[config.mk]
export PLATFORM = sky130hd
export DESIGN_NAME = uart_rx_byte_flat
export DESIGN_NICKNAME = d
export VERILOG_FILES = /design/src/rtl/uart_rx_byte_if.sv /design/src/rtl/uart_rx_byte.sv /design/src/flat_wrapper.sv
export SDC_FILE = /design/constraint.sdc
export NUM_CORES = 1
export LEC_CHECK = 0
export ABC_AREA = 0
export CAP_MARGIN = 10
export CORE_AREA = 10 10 70 60
export DETAILED_ROUTE_END_ITERATION = 6
export DIE_AREA = 0 0 80 70
export PLACE_DENSITY = 0.7
export SYNTH_ARGS = -nofsm -noshare
export SYNTH_HDL_FRONTEND = slang
export SYNTH_SLANG_ARGS = --single-unit
[constraint.sdc]
create_clock -name clk -period 2.4 [get_ports clk]
set_clock_uncertainty 0.2 [all_clocks]
set_input_delay 0.36 -clock clk [delete_from_list [all_inputs] [get_ports clk]]
set_output_delay 0.36 -clock clk [all_outputs]
set_load 0.05 [all_outputs]
[src/rtl/uart_rx_byte_if.sv]
// Serial line into the UART receiver and the byte stream it hands downstream.
interface uart_rx_byte_if;
  logic       rx;
  logic       rx_valid;
  logic [7:0] rx_data;
  logic       rx_frame_err;

  modport master (input rx, output rx_valid, output rx_data, output rx_frame_err);
  modport slave  (output rx, input rx_valid, input rx_data, input rx_frame_err);
endinterface

[src/rtl/uart_rx_byte.sv]
// 8N1 UART receiver: 2-flop synchroniser, mid-bit sampling, one-cycle byte and
// framing-error strobes.
//
// state | meaning
// IDLE  | line high, waiting for a start edge
// START | counting to the middle of the start bit to reject glitches
// DATA  | sampling 8 data bits, LSB first
// STOP  | sampling the stop bit
// BREAK | stop bit was low; wait for the line to return high
module uart_rx_byte #(
  parameter int CLKS_PER_BIT = 104
) (
  input  logic           clk,
  input  logic           rst,
  uart_rx_byte_if.master rx_if
);

  localparam int H  = CLKS_PER_BIT / 2;
  localparam int CW = $clog2(CLKS_PER_BIT);
  // Compares fire one cycle before the count "reaches" H / CLKS_PER_BIT
  // because the counter reads 0 on the first cycle of each state.
  localparam logic [CW-1:0] CNT_HALF = CW'(H - 1);
  localparam logic [CW-1:0] CNT_BIT  = CW'(CLKS_PER_BIT - 1);

  typedef enum logic [2:0] {IDLE, START, DATA, STOP, BREAK} state_t;

  state_t        state, state_nxt;
  logic          rx_meta, rxs;
  logic [CW-1:0] cnt, cnt_nxt;
  logic [2:0]    bit_cnt, bit_nxt;
  logic [7:0]    shift, shift_nxt;
  logic [7:0]    data_q, data_nxt;
  logic          valid_q, valid_nxt;
  logic          err_q, err_nxt;

  always_ff @(posedge clk or negedge rst) begin
    if (!rst) begin
      rx_meta <= 1'b1;
      rxs     <= 1'b1;
    end else begin
      rx_meta <= rx_if.rx;
      rxs     <= rx_meta;
    end
  end

  always_ff @(posedge clk or negedge rst) begin
    if (!rst) begin
      state   <= IDLE;
      cnt     <= '0;
      bit_cnt <= '0;
      shift   <= '0;
      data_q  <= '0;
      valid_q <= 1'b0;
      err_q   <= 1'b0;
    end else begin
      state   <= state_nxt;
      cnt     <= cnt_nxt;
      bit_cnt <= bit_nxt;
      shift   <= shift_nxt;
      data_q  <= data_nxt;
      valid_q <= valid_nxt;
      err_q   <= err_nxt;
    end
  end

  always_comb begin
    state_nxt = state;
    cnt_nxt   = cnt + 1'b1;
    bit_nxt   = bit_cnt;
    shift_nxt = shift;
    data_nxt  = data_q;
    valid_nxt = 1'b0;
    err_nxt   = 1'b0;
    case (state)
      IDLE: begin
        cnt_nxt = '0;
        if (!rxs) state_nxt = START;
      end
      START: begin
        if (cnt == CNT_HALF) begin
          cnt_nxt   = '0;
          bit_nxt   = '0;
          state_nxt = rxs ? IDLE : DATA;
        end
      end
      DATA: begin
        if (cnt == CNT_BIT) begin
          cnt_nxt   = '0;
          shift_nxt = {rxs, shift[7:1]};
          bit_nxt   = bit_cnt + 3'd1;
          if (bit_cnt == 3'd7) state_nxt = STOP;
        end
      end
      STOP: begin
        if (cnt == CNT_BIT) begin
          cnt_nxt = '0;
          // Leaving at mid-stop gives half a bit of slack for the next start edge.
          if (rxs) begin
            data_nxt  = shift;
            valid_nxt = 1'b1;
            state_nxt = IDLE;
          end else begin
            err_nxt   = 1'b1;
            state_nxt = BREAK;
          end
        end
      end
      BREAK: begin
        cnt_nxt = '0;
        if (rxs) state_nxt = IDLE;
      end
      default: begin
        cnt_nxt   = '0;
        state_nxt = IDLE;
      end
    endcase
  end

  assign rx_if.rx_valid     = valid_q;
  assign rx_if.rx_data      = data_q;
  assign rx_if.rx_frame_err = err_q;

endmodule

[src/flat_wrapper.sv]
// flat-port wrapper written by rule: the top's interface ports become plain ports
module uart_rx_byte_flat 
#(
  parameter int CLKS_PER_BIT = 104
)
  (clk, rst, rx_if_rx, rx_if_rx_valid, rx_if_rx_data, rx_if_rx_frame_err);
  uart_rx_byte_if rx_if_i ();
  input  logic clk;
  input  logic rst;
  input wire logic [$bits(rx_if_i.rx)-1:0] rx_if_rx;
  output wire logic [$bits(rx_if_i.rx_valid)-1:0] rx_if_rx_valid;
  output wire logic [$bits(rx_if_i.rx_data)-1:0] rx_if_rx_data;
  output wire logic [$bits(rx_if_i.rx_frame_err)-1:0] rx_if_rx_frame_err;
  assign rx_if_i.rx = rx_if_rx;
  assign rx_if_rx_valid = rx_if_i.rx_valid;
  assign rx_if_rx_data = rx_if_i.rx_data;
  assign rx_if_rx_frame_err = rx_if_i.rx_frame_err;
  uart_rx_byte #(.CLKS_PER_BIT(CLKS_PER_BIT)) u_core (.clk(clk), .rst(rst), .rx_if(rx_if_i));
endmodule
==> metrics.cfg, run 1 <==
[cts]
cts_buffer_depth = 2
cts_root_buffer = clkbuf_4
insertion_delay_ns = 0.32
holdBufCountCts = 0
cts_inserted_buffers = 5
cts_tree = yes
post_cts_buffers = 0
cts_sinks = 33
ctsResizeCount = 0
clkTransAtPathRegs_ns = 0.08
htreeDepth = 2

[route]
wl_per_cell_um = 14.24
final_antenna_net_count = 0
routed_wl_um = 2321
via_per_inst = 5.258
drtPass1Iterations = 4
drtIter0Drc = 121
vias = 857
drc_errors = 0

[timing]
finalHoldViolations = 0
finalHoldWorstSlack_ns = 0.1602
relSlewSlack_pct = 65.76
drv_slew = 0
worst_slew_pin_slew_ns = 0.5125
rsz0062_at_grt = false
setup_viol = 0
finalSetupTns_ns = 0
period_needed_ns = 2.062
max_freq_mhz = 484.9
fin_crit_sh_pct = 85.92

[yosys]
ys_dominant_reg_cell = dfrtp_1
synth.net_count = 109
synth.distinct_cells = 29
synth_warnings = 0
synthArstFlopShare_pct = 100.0
avgSynthCellArea_um2 = 13.37
netlist_area_um2 = 1378
yosysSeqAreaShare_pct = 60.13
synth-seq-cells = 33
synth_edf_count = 0
synthCells = 103

[layout]
final_nets = 129
fillCellCount = 254
layout_commonest_cell = dfrtp_1
diodes = 0
drive_gt1_share_pct = 28.46
syn2layout_area_growth_pct = 17.71
layout_common_cells = 31 x dfrtp_1, 17 x mux2_2, 12 x clkdlybuf4s50_1, 11 x nor2_1

[floorplanning]
die_y_um = 70
start_util_pct = 47.05
die_w_um = 80
dieArea_um2 = 5600
ios = 13
core_um2 = 2928
rows = 18

[min_path]
whs_path_depth = 0
hold_path_class = flip-flop to flip-flop

[power_and_ir_drop]
p_leak_nw = 0.7614
peakVddDrop_mv = 0.2775
p_per_area_nw_per_um2 = 540.2

[place]
hpwl_um = 1704
gp_congestion = 0.7711
port_buffers = 12

[critical_path]
crit_required_ns = 2.40
crit_fanout = 9
reg2regPathDepth = 5
criticalPathCategory = flip-flop to flip-flop
start_kind = flip-flop
crit_arrival_ns = 2.06
endpoint_kind = flip-flop

[global_route]
antenna_found_initial = 0
grt.met1_usage_pct = 9.513
grt_first_pass_wirelength_um = 4064
overflow = 0
first_global_vias = 903
grt_util_all_layers_pct = 9.032
grt_use_met2_pct = 15.23
top_usage_layer = met2
grt_use_met3_pct = 4.348
grt_max_degree = 34

[job]
drv_cap = 0

[run_status]
status = complete, no violations

## state kept, by name, summed over array words and instances, names as in the netlist
name and cells:
u_core.rx_if.rx_frame_err 1, u_core.rx_if.rx_data 8, u_core.cnt 7, u_core.state 3, u_core.bit_cnt 3, u_core.rxs 1, u_core.rx_meta 1, u_core.rx_if.rx_valid 1
u_core.shift 8
## worst paths after layout
kind / start / endpoint / slack (ns)
setup / recovery: u_core.cnt[3] / u_core.rx_if.rx_data[6] / 0.34
hold / removal: u_core.rx_meta / u_core.rxs / 0.16
setup reg to reg: u_core.cnt[3] / u_core.rx_if.rx_data[6] / 0.34
hold reg to reg: u_core.rx_meta / u_core.rxs / 0.16
max in group asynchronous: rst / u_core.rx_meta / 1.44
min in group asynchronous: rst / u_core.shift[6] / 0.23
## Yosys cell counts (2+ instances only)
master	count	area (um2)
dfrtp_1	31	775.7
nand4_1	3	18.77
ha_1	3	37.54
a22o_1	2	17.52
inv_1	3	11.26
mux2_2	17	191.4
nand2_1	5	18.77
xnor2_1	2	17.52
xor2_1	3	26.28
nand3_1	2	10.01
dfstp_2	2	52.55
buf_2	2	10.01
a21oi_1	2	10.01
nor2_1	11	41.29
## final cells by class
type | instances | area (um2) | share of cell area [%]
clock buffer | 7 | 55.05 | 3.395
inverter | 3 | 11.26 | 0.6944
multi-input combinational | 65 | 534.3 | 32.95
sequential | 33 | 828.3 | 51.08
tap | 40 | 50.05 | 3.086
timing repair buffer | 15 | 142.6 | 8.796
## cell families after synthesis
family                   Yosys count  share of synthesized area, %
AO/OA/AOI/OAI                     10                         5.269
multiplexers                      17                         13.90
AND/OR/NAND/NOR                   30                         13.26
XOR/XNOR                           5                         3.180
adder cells (fa/ha/maj)            3                         2.725
buffers and inverters              5                         1.544
flip-flops                        33                         60.13
## through the flow
| step | instances | worst slack, ns | total power [W] | cell area [um2] | utilization (%) |
|---|---|---|---|---|---|
| finish | 163 | 0.3379 | 0.0008760 | 1622 | 55.38 |
| global route | 163 | 0.2103 | 0.0009263 | 1622 | 55.38 |
| CTS | 163 | 0.3125 | 0.0008916 | 1622 | 55.38 |
| detailed placement | 156 | 0.3638 | 0.0005876 | 1567 | 53.50 |
| global placement | 156 | 0.4345 | 0.0005870 | 1567 | 53.50 |
| floorplan | 103 | 0.4111 | 0.0005719 | 1378 | - |
## routing by layer
metal | vias up | wire (um)
met3 | 2 | 147
met5 | - | 0
met1 | 426 | 956
li1 | 406 | -
met4 | 0 | 8
met2 | 23 | 1209
## worst max-delay path, cell delays in order (launching register included)
cell and delay, ns:
dfrtp_1 0.44, and4bb_2 0.37, nand2_4 0.09, nor4b_4 0.28, buf_4 0.22, mux2_2 0.35
## where the power goes
group / leakage, nW / internal, W / total, W / switching (W)
combinational: 0.291 / 0.00000482 / 0.0000153 / 0.0000105
sequential: 0.439 / 0.000559 / 0.000560 / 0.00000172
clock: 0.0314 / 0.000138 / 0.000300 / 0.000162
total: 0.761 / 0.000702 / 0.000876 / 0.000174
Note: power is estimated with default switching activity, not from simulation.
==> run 2: changes to the inputs <==
CORE_AREA = 10 10 67 58   (was 10 10 70 60)
DIE_AREA = 0 0 77 68   (was 0 0 80 70)
PLACE_DENSITY = 0.75   (was 0.7)
==> run 2 against run 1 <==
- count of clock-buffer cells in the layout unchanged
- combinational power about the same
- hold slack about the same
- core utilization increased by 7.6 points
- final area increased by 1.7%
- routed wire length increased by 1.8%
- non-clock buffer count unchanged
- die area decreased by 6.5%
==> metrics.cfg, run 2 (synthesized netlist as in run 1, its figures left out) <==
[run_status]
status = complete, no violations

[timing]
max_freq_mhz = 483.9
worst_slew_pin_slew_ns = 0.5150
period_needed_ns = 2.067
finalSetupTns_ns = 0
finalHoldViolations = 0
drv_slew = 0
setup_viol = 0
fin_crit_sh_pct = 86.11
relSlewSlack_pct = 65.20
rsz0062_at_grt = false

[critical_path]
criticalPathCategory = flip-flop to flip-flop
crit_path_cell_trace = ha_1 > nor4bb_1 > a311o_1 > o21bai_1 > o2bb2ai_1
crit_fanout = 6
start_kind = flip-flop
max_stage_delay_ns = 0.45
path_buf_inv = 0
crit_arrival_ns = 2.05
crit_required_ns = 2.38
endpoint_kind = flip-flop
path_delay_family = compound AO/OA/AOI/OAI gates
slowest_stage = nor4bb_1

[cts]
cts_root_buffer = clkbuf_4
htreeDepth = 2
insertion_delay_ns = 0.31
cts_inserted_buffers = 5
cts_buffer_depth = 2
clkTransAtPathRegs_ns = 0.09
ctsResizeCount = 0
cts_sinks = 33
holdBufCountCts = 0
post_cts_buffers = 0
cts_tree = yes

[global_route]
antenna_found_initial = 0
first_global_vias = 866
overflow = 0
grt_first_pass_wirelength_um = 4091
grt_util_all_layers_pct = 9.848
grt_max_degree = 34

[layout]
fillCellCount = 212
layout_commonest_cell = dfrtp_1
layout_common_cells = 31 x dfrtp_1, 17 x mux2_2, 12 x clkdlybuf4s50_1, 11 x nor2_1
drive_gt1_share_pct = 29.03
diodes = 0
fin_util_pct = 63.03
syn2layout_area_growth_pct = 19.71
multi_input_area_um2 = 534.3
instances_no_fill = 162
seq_area_um2 = 828.3
final_nets = 129

[power_and_ir_drop]
power.total_w = 0.0009913
swShare_pct = 18.06
seq_power_share_pct = 56.5
p_per_area_nw_per_um2 = 601.1
intPower_w = 0.0008123
p_leak_nw = 0.7756
p_sw_w = 0.0001790
comb_power_share_pct = 1.6
p_clk_share_pct = 41.9
peakVddDrop_mv = 0.4186

[floorplanning]
die_y_um = 68
ios = 13
start_util_pct = 52.65
die_w_um = 77
rows = 17
core_um2 = 2616
dieArea_um2 = 5236

[route]
via_per_inst = 5.160
wl_per_cell_um = 14.59
routed_wl_um = 2363
drc_errors = 0
drtIter0Drc = 50
vias = 836
final_antenna_net_count = 0
drtPass1Iterations = 4

[place]
port_buffers = 12
gp_congestion = 0.7782
dp_cells = 154
hpwl_um = 1714

[min_path]
hold_path_class = flip-flop to flip-flop

[job]
drv_cap = 0

## run 2: cell count changes in the layout (fill, tap and decap cells not counted), sizes merged
cell and change:
bufinv +1
## run 2: cell type report
cell class | count | area share [%]
clock inverters | 1 | 1.821
inverters | 3 | 0.6829
flip-flops and latches | 33 | 50.23
multi-input cells | 65 | 32.40
clock buffers | 7 | 3.338
well taps | 38 | 2.883
repair buffers | 15 | 8.649
## run 2: worst paths after layout
check	from	endpoint	slack (ns)	cells past startpoint
worst min-delay path	u_core.rx_meta	u_core.rxs	0.16	0
worst min register to register	u_core.rx_meta	u_core.rxs	0.16	0
worst max register to register	u_core.cnt[0]	u_core.state[0]	0.33	5
worst max-delay path	u_core.cnt[0]	u_core.state[0]	0.33	5
max in group asynchronous	rst	u_core.rx_meta	1.44	2
min in group asynchronous	rst	u_core.cnt[1]	0.23	2
## run 2: per-stage QoR
| stage | hold WS, ns | area, um2 | setup slack [ns] |
|---|---|---|---|
| final | 0.1600 | 1649 | 0.3334 |
| after global routing | 0.1635 | 1649 | 0.2294 |
| after CTS | 0.1612 | 1649 | 0.2956 |
| after detailed placement | 0.1468 | 1564 | 0.3492 |
| after global placement | 0.1469 | 1564 | 0.4398 |
| after floorplan | -0.1356 | 1378 | 0.4111 |
## run 2: power groups by stage
stage          Combinational (W)  Sequential, W  Clock, W
2_1_floorplan         0.00000110       0.000571         0
3_3_place_gp           0.0000159       0.000571         0
3_5_place_dp           0.0000166       0.000571         0
4_1_cts                0.0000165       0.000560  0.000434
5_1_grt                0.0000180       0.000561  0.000460
6_report               0.0000155       0.000560  0.000416
## run 2: routing by layer
metal / vias up / GRT usage, % / routed length (um)
met2: 22 / 16.81 / 1178
met1: 402 / 10.80 / 1025
li1: 406 / - / -
met4: 0 / 4.773 / 24
met3: 6 / 3.927 / 135
met5: - / 0 / 0
